<file path="config.mk">
export PLATFORM = sky130hd
export DESIGN_NAME = keypad_scanner
export DESIGN_NICKNAME = d
export VERILOG_FILES = /design/src/rtl/keypad_scanner.sv
export SDC_FILE = /design/constraint.sdc
export NUM_CORES = 1
export LEC_CHECK = 0
export CORE_UTILIZATION = 40
export DETAILED_ROUTE_END_ITERATION = 10
export GPL_TIMING_DRIVEN = 1
export PLACE_DENSITY_LB_ADDON = 0.1
export SYNTH_ARGS = -nofsm -noshare
export SYNTH_HDL_FRONTEND = slang
export SYNTH_SLANG_ARGS = --single-unit
</file>
<file path="constraint.sdc">
create_clock -name clk -period 5.8 [get_ports clk]
set_input_delay 1.45 -clock clk [delete_from_list [all_inputs] [get_ports clk]]
set_output_delay 1.45 -clock clk [all_outputs]
set_load 0.005 [all_outputs]
</file>
<file path="src/rtl/keypad_scanner.sv">
// keypad_scanner: self-scanning matrix keypad with two-flop row synchroniser, press/release
// debounce and ghost rejection. Define KEYPAD_TYPEMATIC_EN to enable auto-repeat while held.
module keypad_scanner #(
  parameter int unsigned ROWS          = 4,
  parameter int unsigned COLS          = 4,
  parameter int unsigned SCAN_DIV      = 1000,
  parameter int unsigned DEBOUNCE      = 50000,
  parameter int unsigned REPEAT_DELAY  = 25'd24_000_000,
  parameter int unsigned REPEAT_PERIOD = 25'd6_000_000
) (
  input  logic                            clk,
  input  logic                            reset_n,
  input  logic [ROWS-1:0]                 row_in,
  output logic [COLS-1:0]                 col_out,
  output logic [$clog2(ROWS*COLS)-1:0]    key_code,
  output logic                            key_valid,
  output logic                            key_down
);

  localparam int KW  = $clog2(ROWS*COLS);
  localparam int CW  = $clog2(COLS);
  localparam int RW  = $clog2(ROWS);
  localparam int DWW = $clog2(SCAN_DIV);
  localparam int DBW = $clog2(DEBOUNCE + 1);

  localparam logic [1:0] ST_SCAN       = 2'd0;
  localparam logic [1:0] ST_DB_PRESS   = 2'd1;
  localparam logic [1:0] ST_HELD       = 2'd2;
  localparam logic [1:0] ST_DB_RELEASE = 2'd3;

  logic [ROWS-1:0] rowMeta_q, rs_q;
  logic [1:0]      state_q, state_d;
  logic [CW-1:0]   colIdx_q, colIdx_d, colNext;
  logic [DWW-1:0]  dwell_q, dwell_d;
  logic [DBW-1:0]  cnt_q, cnt_d;
  logic [ROWS-1:0] mask_q, mask_d;
  logic [KW-1:0]   code_q, code_d, codeNow;
  logic            valid_q, valid_d;
  logic            down_q, down_d;
  logic [RW-1:0]   rowIdx;
  logic            oneHot;
  logic            keyPresent;

`ifdef KEYPAD_TYPEMATIC_EN
  localparam int unsigned HOLD_MAX = (REPEAT_DELAY > REPEAT_PERIOD) ? REPEAT_DELAY : REPEAT_PERIOD;
  localparam int HW = $clog2(HOLD_MAX + 1);
  logic [HW-1:0] hold_q, hold_d;
  logic          repeating_q, repeating_d;
`endif

  assign oneHot     = (rs_q != '0) && ((rs_q & (rs_q - 1'b1)) == '0);
  assign keyPresent = (rs_q & mask_q) != '0;
  assign colNext    = (colIdx_q == CW'(COLS - 1)) ? '0 : colIdx_q + 1'b1;

  always_comb begin
    rowIdx = '0;
    for (int r = 0; r < ROWS; r++) begin
      if (mask_q[r]) rowIdx = RW'(r);
    end
  end

  assign codeNow = KW'(int'(rowIdx) * COLS + int'(colIdx_q));

  always_comb begin
    col_out           = '0;
    col_out[colIdx_q] = 1'b1;
  end

  always_comb begin
    state_d  = state_q;
    colIdx_d = colIdx_q;
    dwell_d  = dwell_q;
    cnt_d    = cnt_q;
    mask_d   = mask_q;
    code_d   = code_q;
    valid_d  = 1'b0;
    down_d   = down_q;
`ifdef KEYPAD_TYPEMATIC_EN
    hold_d      = hold_q;
    repeating_d = repeating_q;
`endif
    case (state_q)
      ST_SCAN: begin
        if (dwell_q == DWW'(SCAN_DIV - 1)) begin
          dwell_d = '0;
          // Zero or multiple rows (ghosting) are simply skipped.
          if (oneHot) begin
            mask_d  = rs_q;
            cnt_d   = '0;
            state_d = ST_DB_PRESS;
          end else begin
            colIdx_d = colNext;
          end
        end else begin
          dwell_d = dwell_q + 1'b1;
        end
      end
      ST_DB_PRESS: begin
        if (rs_q == mask_q) begin
          if (cnt_q == DBW'(DEBOUNCE - 1)) begin
            state_d = ST_HELD;
            cnt_d   = '0;
            code_d  = codeNow;
            valid_d = 1'b1;
            down_d  = 1'b1;
`ifdef KEYPAD_TYPEMATIC_EN
            hold_d      = '0;
            repeating_d = 1'b0;
`endif
          end else begin
            cnt_d = cnt_q + 1'b1;
          end
        end else begin
          state_d  = ST_SCAN;
          cnt_d    = '0;
          dwell_d  = '0;
          colIdx_d = colNext;
        end
      end
      ST_HELD: begin
        if (!keyPresent) begin
          // The cycle that first sees the release already counts towards the debounce.
          if (DEBOUNCE == 1) begin
            state_d  = ST_SCAN;
            down_d   = 1'b0;
            cnt_d    = '0;
            dwell_d  = '0;
            colIdx_d = colNext;
          end else begin
            state_d = ST_DB_RELEASE;
            cnt_d   = DBW'(1);
          end
        end else begin
`ifdef KEYPAD_TYPEMATIC_EN
          if (!repeating_q) begin
            if (hold_q == HW'(REPEAT_DELAY - 1)) begin
              valid_d     = 1'b1;
              repeating_d = 1'b1;
              hold_d      = '0;
            end else begin
              hold_d = hold_q + 1'b1;
            end
          end else if (hold_q == HW'(REPEAT_PERIOD - 1)) begin
            valid_d = 1'b1;
            hold_d  = '0;
          end else begin
            hold_d = hold_q + 1'b1;
          end
`endif
        end
      end
      default: begin
        if (keyPresent) begin
          state_d = ST_HELD;
          cnt_d   = '0;
        end else if (cnt_q == DBW'(DEBOUNCE - 1)) begin
          state_d  = ST_SCAN;
          down_d   = 1'b0;
          cnt_d    = '0;
          dwell_d  = '0;
          colIdx_d = colNext;
        end else begin
          cnt_d = cnt_q + 1'b1;
        end
      end
    endcase
  end

  always_ff @(posedge clk or negedge reset_n) begin
    if (!reset_n) begin
      rowMeta_q <= '0;
      rs_q      <= '0;
      state_q   <= ST_SCAN;
      colIdx_q  <= '0;
      dwell_q   <= '0;
      cnt_q     <= '0;
      mask_q    <= '0;
      code_q    <= '0;
      valid_q   <= 1'b0;
      down_q    <= 1'b0;
    end else begin
      rowMeta_q <= row_in;
      rs_q      <= rowMeta_q;
      state_q   <= state_d;
      colIdx_q  <= colIdx_d;
      dwell_q   <= dwell_d;
      cnt_q     <= cnt_d;
      mask_q    <= mask_d;
      code_q    <= code_d;
      valid_q   <= valid_d;
      down_q    <= down_d;
    end
  end

`ifdef KEYPAD_TYPEMATIC_EN
  // Hold counter only advances in HELD, so a release glitch pauses it without reset.
  always_ff @(posedge clk or negedge reset_n) begin
    if (!reset_n) begin
      hold_q      <= '0;
      repeating_q <= 1'b0;
    end else begin
      hold_q      <= hold_d;
      repeating_q <= repeating_d;
    end
  end
`endif

  assign key_code  = code_q;
  assign key_valid = valid_q;
  assign key_down  = down_q;

endmodule

</file>
# Yosys cells after proc, flatten, opt, wreduce, memory -nomap -nowiden
# Index checks and enable logic that the tools add are counted.
[totals]
reg_bits = 48
in_bits = 6
out_inout_bits = 10
wordCells = 92
[classes]
n_addsub = 5
order_cmp = 2
eq_ne = 15
n_mux = 40
bitwise = 4
n_reduce_logical = 16
[op_table]
columns = ["cell", "count"]
rows = [
  ["$mux W16", 6],
  ["$pmux W16 S3", 1],
  ["$mux W10", 4],
  ["$mux W2", 15],
  ["$pmux W10 S3", 1],
  ["$add A16 B1 Y16 const B", 1],
  ["$eq A16 B16 Y1 const B", 1],
  ["$ne A2 B2 Y1 const B", 6],
  ["$pmux W2 S3", 2],
  ["$add A10 B1 Y10 const B", 1],
  ["$eq A10 B10 Y1 const B", 1],
  ["$mux W1", 9],
  ["$reduce_and A3 Y1", 3],
  ["$and A4 B4 Y4", 2],
  ["$reduce_and A4 Y1", 2],
  ["$reduce_bool A4 Y1", 2],
  ["$reduce_and A6 Y1", 1],
  ["$reduce_and A5 Y1", 1],
  ["$reduce_bool A5 Y1", 1],
  ["$add A4 B2 Y4", 1],
  ["$eq A2 B2 Y1 const B", 2],
  ["$eq A4 B4 Y1", 1],
  ["$logic_not A4 Y1", 1],
  ["$sub A4 B1 Y4 const B", 1],
  ["14 further kinds", 16],
]

# Depth between registers and ports, before layout
[logic_depth]
word_depth = 7
depth_mapped = 9
depth_no_buf = 7

# Worst setup path after synthesis
# No wires, ideal clock.
[synth_path]
kind = "register to register"
start = "reg rs_q[1]"
end = "reg cnt_q[14]"
setup_time_ns = 0.079
arrival_time_ns = 2.219
slack_ns = 3.501
path_stages_with_launch = 8
period_less_slack_ns = 2.299
path_cell_list = "dfrtp_1 -> ha_1 -> nor4_4 -> a22oi_2 -> buf_6 -> or2_4 -> or4_1 -> mux2i_1"
[synth_between]
elab_chain_len = 6
elab_cells_between_ends = 14
cone_classes = "add/sub: 1; eq/ne: 3; mux: 3; bitwise: 2; reduce/logical: 5"
[synth_rtl]
columns = ["item", "line", "text"]
rows = [
  ["start, declared", "31", "logic [ROWS-1:0] rowMeta_q, rs_q;"],
  ["start signal, assigned", "183", "rs_q <= rowMeta_q;"],
  ["$sub A4 B1 Y4", "51", "assign oneHot = (rs_q != '0) && ((rs_q & (rs_q - 1'b1)) == '0);"],
  ["$and A4 B4 Y4", "51", ""],
  ["$logic_not A4 Y1", "51", ""],
  ["$logic_and A1 B1 Y1", "51", ""],
  ["$ne A2 B2 Y1 (no line)", "-", ""],
  ["$reduce_and A3 Y1 (no line)", "-", ""],
  ["end signal, assigned", "187", "cnt_q <= cnt_d;"],
  ["end, declared", "35", "logic [DBW-1:0] cnt_q, cnt_d;"],
]
# Several ways; a longest one is shown, not always the timed one.
# A chain may end at the register's enable or synchronous reset.

# Final worst setup path
[layout_path]
start = "reg colIdx_q[0]"
end = "out col_out[0]"
[layout_between]
elab_chain_len = 4
elab_cells_between_ends = 5
cone_classes = "order compare: 2; mux: 2; reduce/logical: 1"
[layout_rtl]
columns = ["item", "line", "text"]
rows = [
  ["start, declared", "33", "logic [CW-1:0] colIdx_q, colIdx_d, colNext;"],
  ["start signal, assigned", "185", "colIdx_q <= colIdx_d;"],
  ["$lt A2 B3 Y1 (implied by the code) or $ge A2 B1 Y1 (tied branches)", "66", "col_out[colIdx_q] = 1'b1;"],
  ["$logic_and A1 B1 Y1 (implied by the code)", "66", ""],
  ["$mux W1 (implied by the code)", "66", ""],
  ["$demux W1 S2 *", "66", ""],
  ["end, declared", "14", "output logic [COLS-1:0] col_out,"],
]
# Mark *: on every way between the ends. The rest lies on a longest branch, timed or not.

==> results.ini <==
[synth]
synthMuxAreaShare = 0.0573
synth_top_area_share = 0.454
cell_variety_after_synth = 51
synth-warning-count = 0
synth_xor_xnor_area_share = 0.00994
ys_seq_area_frac = 0.454
asyncSetResetFlopFracSynth = 1.00
mappedNetlistNets = 278
postSynthRegisterBits = 48
synthCells = 258
synth_area_leaders = dfrtp_1 45%, ha_1 6.6%, mux2_1 3.8%, o21ai_1 3.4%, a21oi_1 2.8%
ys_top_cells_by_count = 48 x dfrtp_1, 20 x nor2_1, 18 x o21ai_1
synth_compound_area_frac = 0.157
synth_area_per_cell_um2 = 10.2
synthAdderAreaFrac = 0.0663
synth_area_leader_cell = dfrtp_1
postSynth.topFlopCell = dfrtp_1
yosysMostFrequentCell = dfrtp_1
combinational_family_with_the_most_area_after_synthesis = simple AND/OR/NAND/NOR gates
synth_simple_gate_area_frac = 0.223
synth_area_um2 = 2640
synth_enable_flop_cells = 0

[power]
vdd_drop_max_uv = 103
p_leak_nw = 1.26
post-layout-total-power_mw = 0.599
p_per_area_nw_per_um2 = 202

[hold_path]
worst_hold_path.endpoint = rs_q[3]
holdCritPathClass = reg -> reg
worst_hold_startpoint = rowMeta_q[3]
holdPathStages = 0

[timing]
tns_ns = 0
timing.final.crit_period_ns = 2.92
clock-skew-final_ns = 0.00633
finalCritPeriodShare = 0.504
max_freq_ghz = 0.342
hold_ws_ns = 0.356
finalMaxSlewViolations = 0
setup_violations = 0
worst_slew_pin_slew_ns = 0.925
grt_setup_unrepaired = false
max_slew_headroom_at_the_worst_pin = 0.381
hold_viol = 0

[run]
count_of_maximum_capacitance_violations = 0

[floorplanning]
core-area_um2 = 6350
die_width_um = 83.3
dieArea_um2 = 6940
io-pin-count = 16
die_y_um = 83.3
initial_core_utilization = 0.416
rows = 29

[critical_path]
critical_path_peak_fanout = 6
critical_path_at_ns = 1.47
worstPathRequired_ns = 4.35
setup.worst_path.start_class = register
critPathKind = reg -> out
r2r_slack_ns = 3.03
regToRegEndpoint = cnt_q[6]
critPathSlowestCell = clkdlybuf4s50_1
timing.critical_path.slowest_cell_delay_ns = 0.49
r2r-start = rs_q[1]
length_in_cells_of_the_worst_reg_to_reg_path = 6
critPathCaptureType = primary output
cp_cell_sequence = inv_1 -> ha_1 -> clkdlybuf4s50_1

[drt]
detailedRoute.firstIterationViolations = 132
post-route-drc-count = 0
detail_route.first_pass.iterations = 4
antenna_left = 0
route.final.wire_length_um = 5070
wire_per_inst_um = 14.4
vias_per_cell = 5.55
detailroute.via_count = 1947

[grt]
grt_overflow_total = 0
antenna_found_initial = 0
grt_first_pass_wirelength_um = 9160
via_count_of_the_first_global_routing_pass = 1888
grt_usage = 0.163
largest_net_degree_at_the_start_of_global_routing = 49

[clock_network]
ctsHoldBuffers = 0
clk_latency_ns = 0.30
cts-resized-gates = 0
clk_root_buffer_cell = clkbuf_8
htreeDepth = 2
cts_tree = yes
cts-buffers-inserted = 5
post-cts-setup-buffers = 0
clock_sink_count = 48
clk_pin_slew_worst_paths_ns = 0.09
clock_tree_buffer_depth = 2

[final_layout]
flow.area_growth_from_synthesis_pct = 12.0
final_cell_area_um2 = 2960
fillerInstances = 596
fin_nets = 293
fraction_of_layout_instances_using_a_drive_strength_above_1 = 0.0803
num_antenna_cells = 0
fin_util = 0.466

[placement]
numPortBuffers = 15
hpwl_um = 3560
gp_congestion = 0.772
postPlaceCellArea_um2 = 2840

[outcome]
status = finished clean

==> per-stage QoR <==
stage | instances | setup WS [ns]
6_report | 351 | 2.88
5_1_grt | 351 | 2.77
4_1_cts | 351 | 2.86
3_5_place_dp | 343 | 3.05
3_3_place_gp | 343 | 3.11
2_1_floorplan | 258 | 3.50
==> cell type report <==
cell class | count | area [um2] | area share
well taps | 77 | 96.3 | 0.0325
flip-flops and latches | 48 | 1200 | 0.406
clock buffers | 5 | 68.8 | 0.0232
multi-input cells | 192 | 1360 | 0.458
clock inverters | 3 | 47.5 | 0.0161
inverters | 10 | 37.5 | 0.0127
repair buffers | 16 | 153 | 0.0516
==> metal layers <==
| metal | vias to the layer above | wire (um) | track usage |
|---|---|---|---|
| li1 | 989 | - | - |
| met3 | 2 | 121 | 0.0368 |
| met5 | - | 0 | 0 |
| met1 | 929 | 2630 | 0.236 |
| met2 | 27 | 2290 | 0.238 |
| met4 | 0 | 29 | 0.0596 |
==> worst max-delay path by stage <==
| stage | from | to | slack [ns] | cells past startpoint |
|---|---|---|---|---|
| final | colIdx_q[0] | col_out[0] | 2.88 | 3 |
| after global routing | colIdx_q[0] | col_out[0] | 2.77 | 3 |
| after CTS | colIdx_q[0] | col_out[0] | 2.86 | 3 |
| after detailed placement | rs_q[1] | cnt_q[6] | 3.05 | 6 |
| after global placement | rs_q[3] | cnt_q[6] | 3.11 | 6 |
| after floorplan | rs_q[1] | cnt_q[14] | 3.50 | 7 |
==> cell usage in the layout (no fill, tap or decap), types with 3 or more instances in the layout <==
cell	n
or3_1	7
and3_1	3
ha_1	14
o21ai_0	3
nor4_1	3
mux2i_1	5
nor2_1	20
or4_1	6
nand3_1	11
nor3_1	9
clkdlybuf4s50_1	14
mux2_1	9
clkbuf_8	5
nand2b_1	6
nand4_1	4
o31ai_1	6
a21oi_1	15
o21ai_1	18
nand2_1	17
inv_1	10
dfrtp_1	48
==> power breakdown <==
group	total (mW)	switching [mW]	internal, mW
Combinational	0.0147	0.00930	0.00543
Sequential	0.339	0.00196	0.337
Clock	0.245	0.115	0.130
Total	0.599	0.127	0.472
==> registers in the layout, summed over array words and instances, names as in the netlist, 2 cells and up <==
register / flops
cnt_q: 16
dwell_q: 10
key_code: 4
mask_q: 4
rowMeta_q: 4
rs_q: 4
colIdx_q: 2
state_q: 2
==> worst max-delay path: cells and delay by family (launching register included) <==
family                     cells  cell delay [ns]
buffers and inverters          2             0.59
DFF                            1             0.44
adders and majority gates      1             0.14
==> cells by family (layout without fill, tap and decap cells) <==
logic type,count (synthesis),in the layout
compound gates,59,59
xor+xnor,3,3
fa+ha+maj,14,14
buf+inv,18,34
flops,48,48
mux,14,14
simple gates,102,102
(Power assumes the default switching activity.)
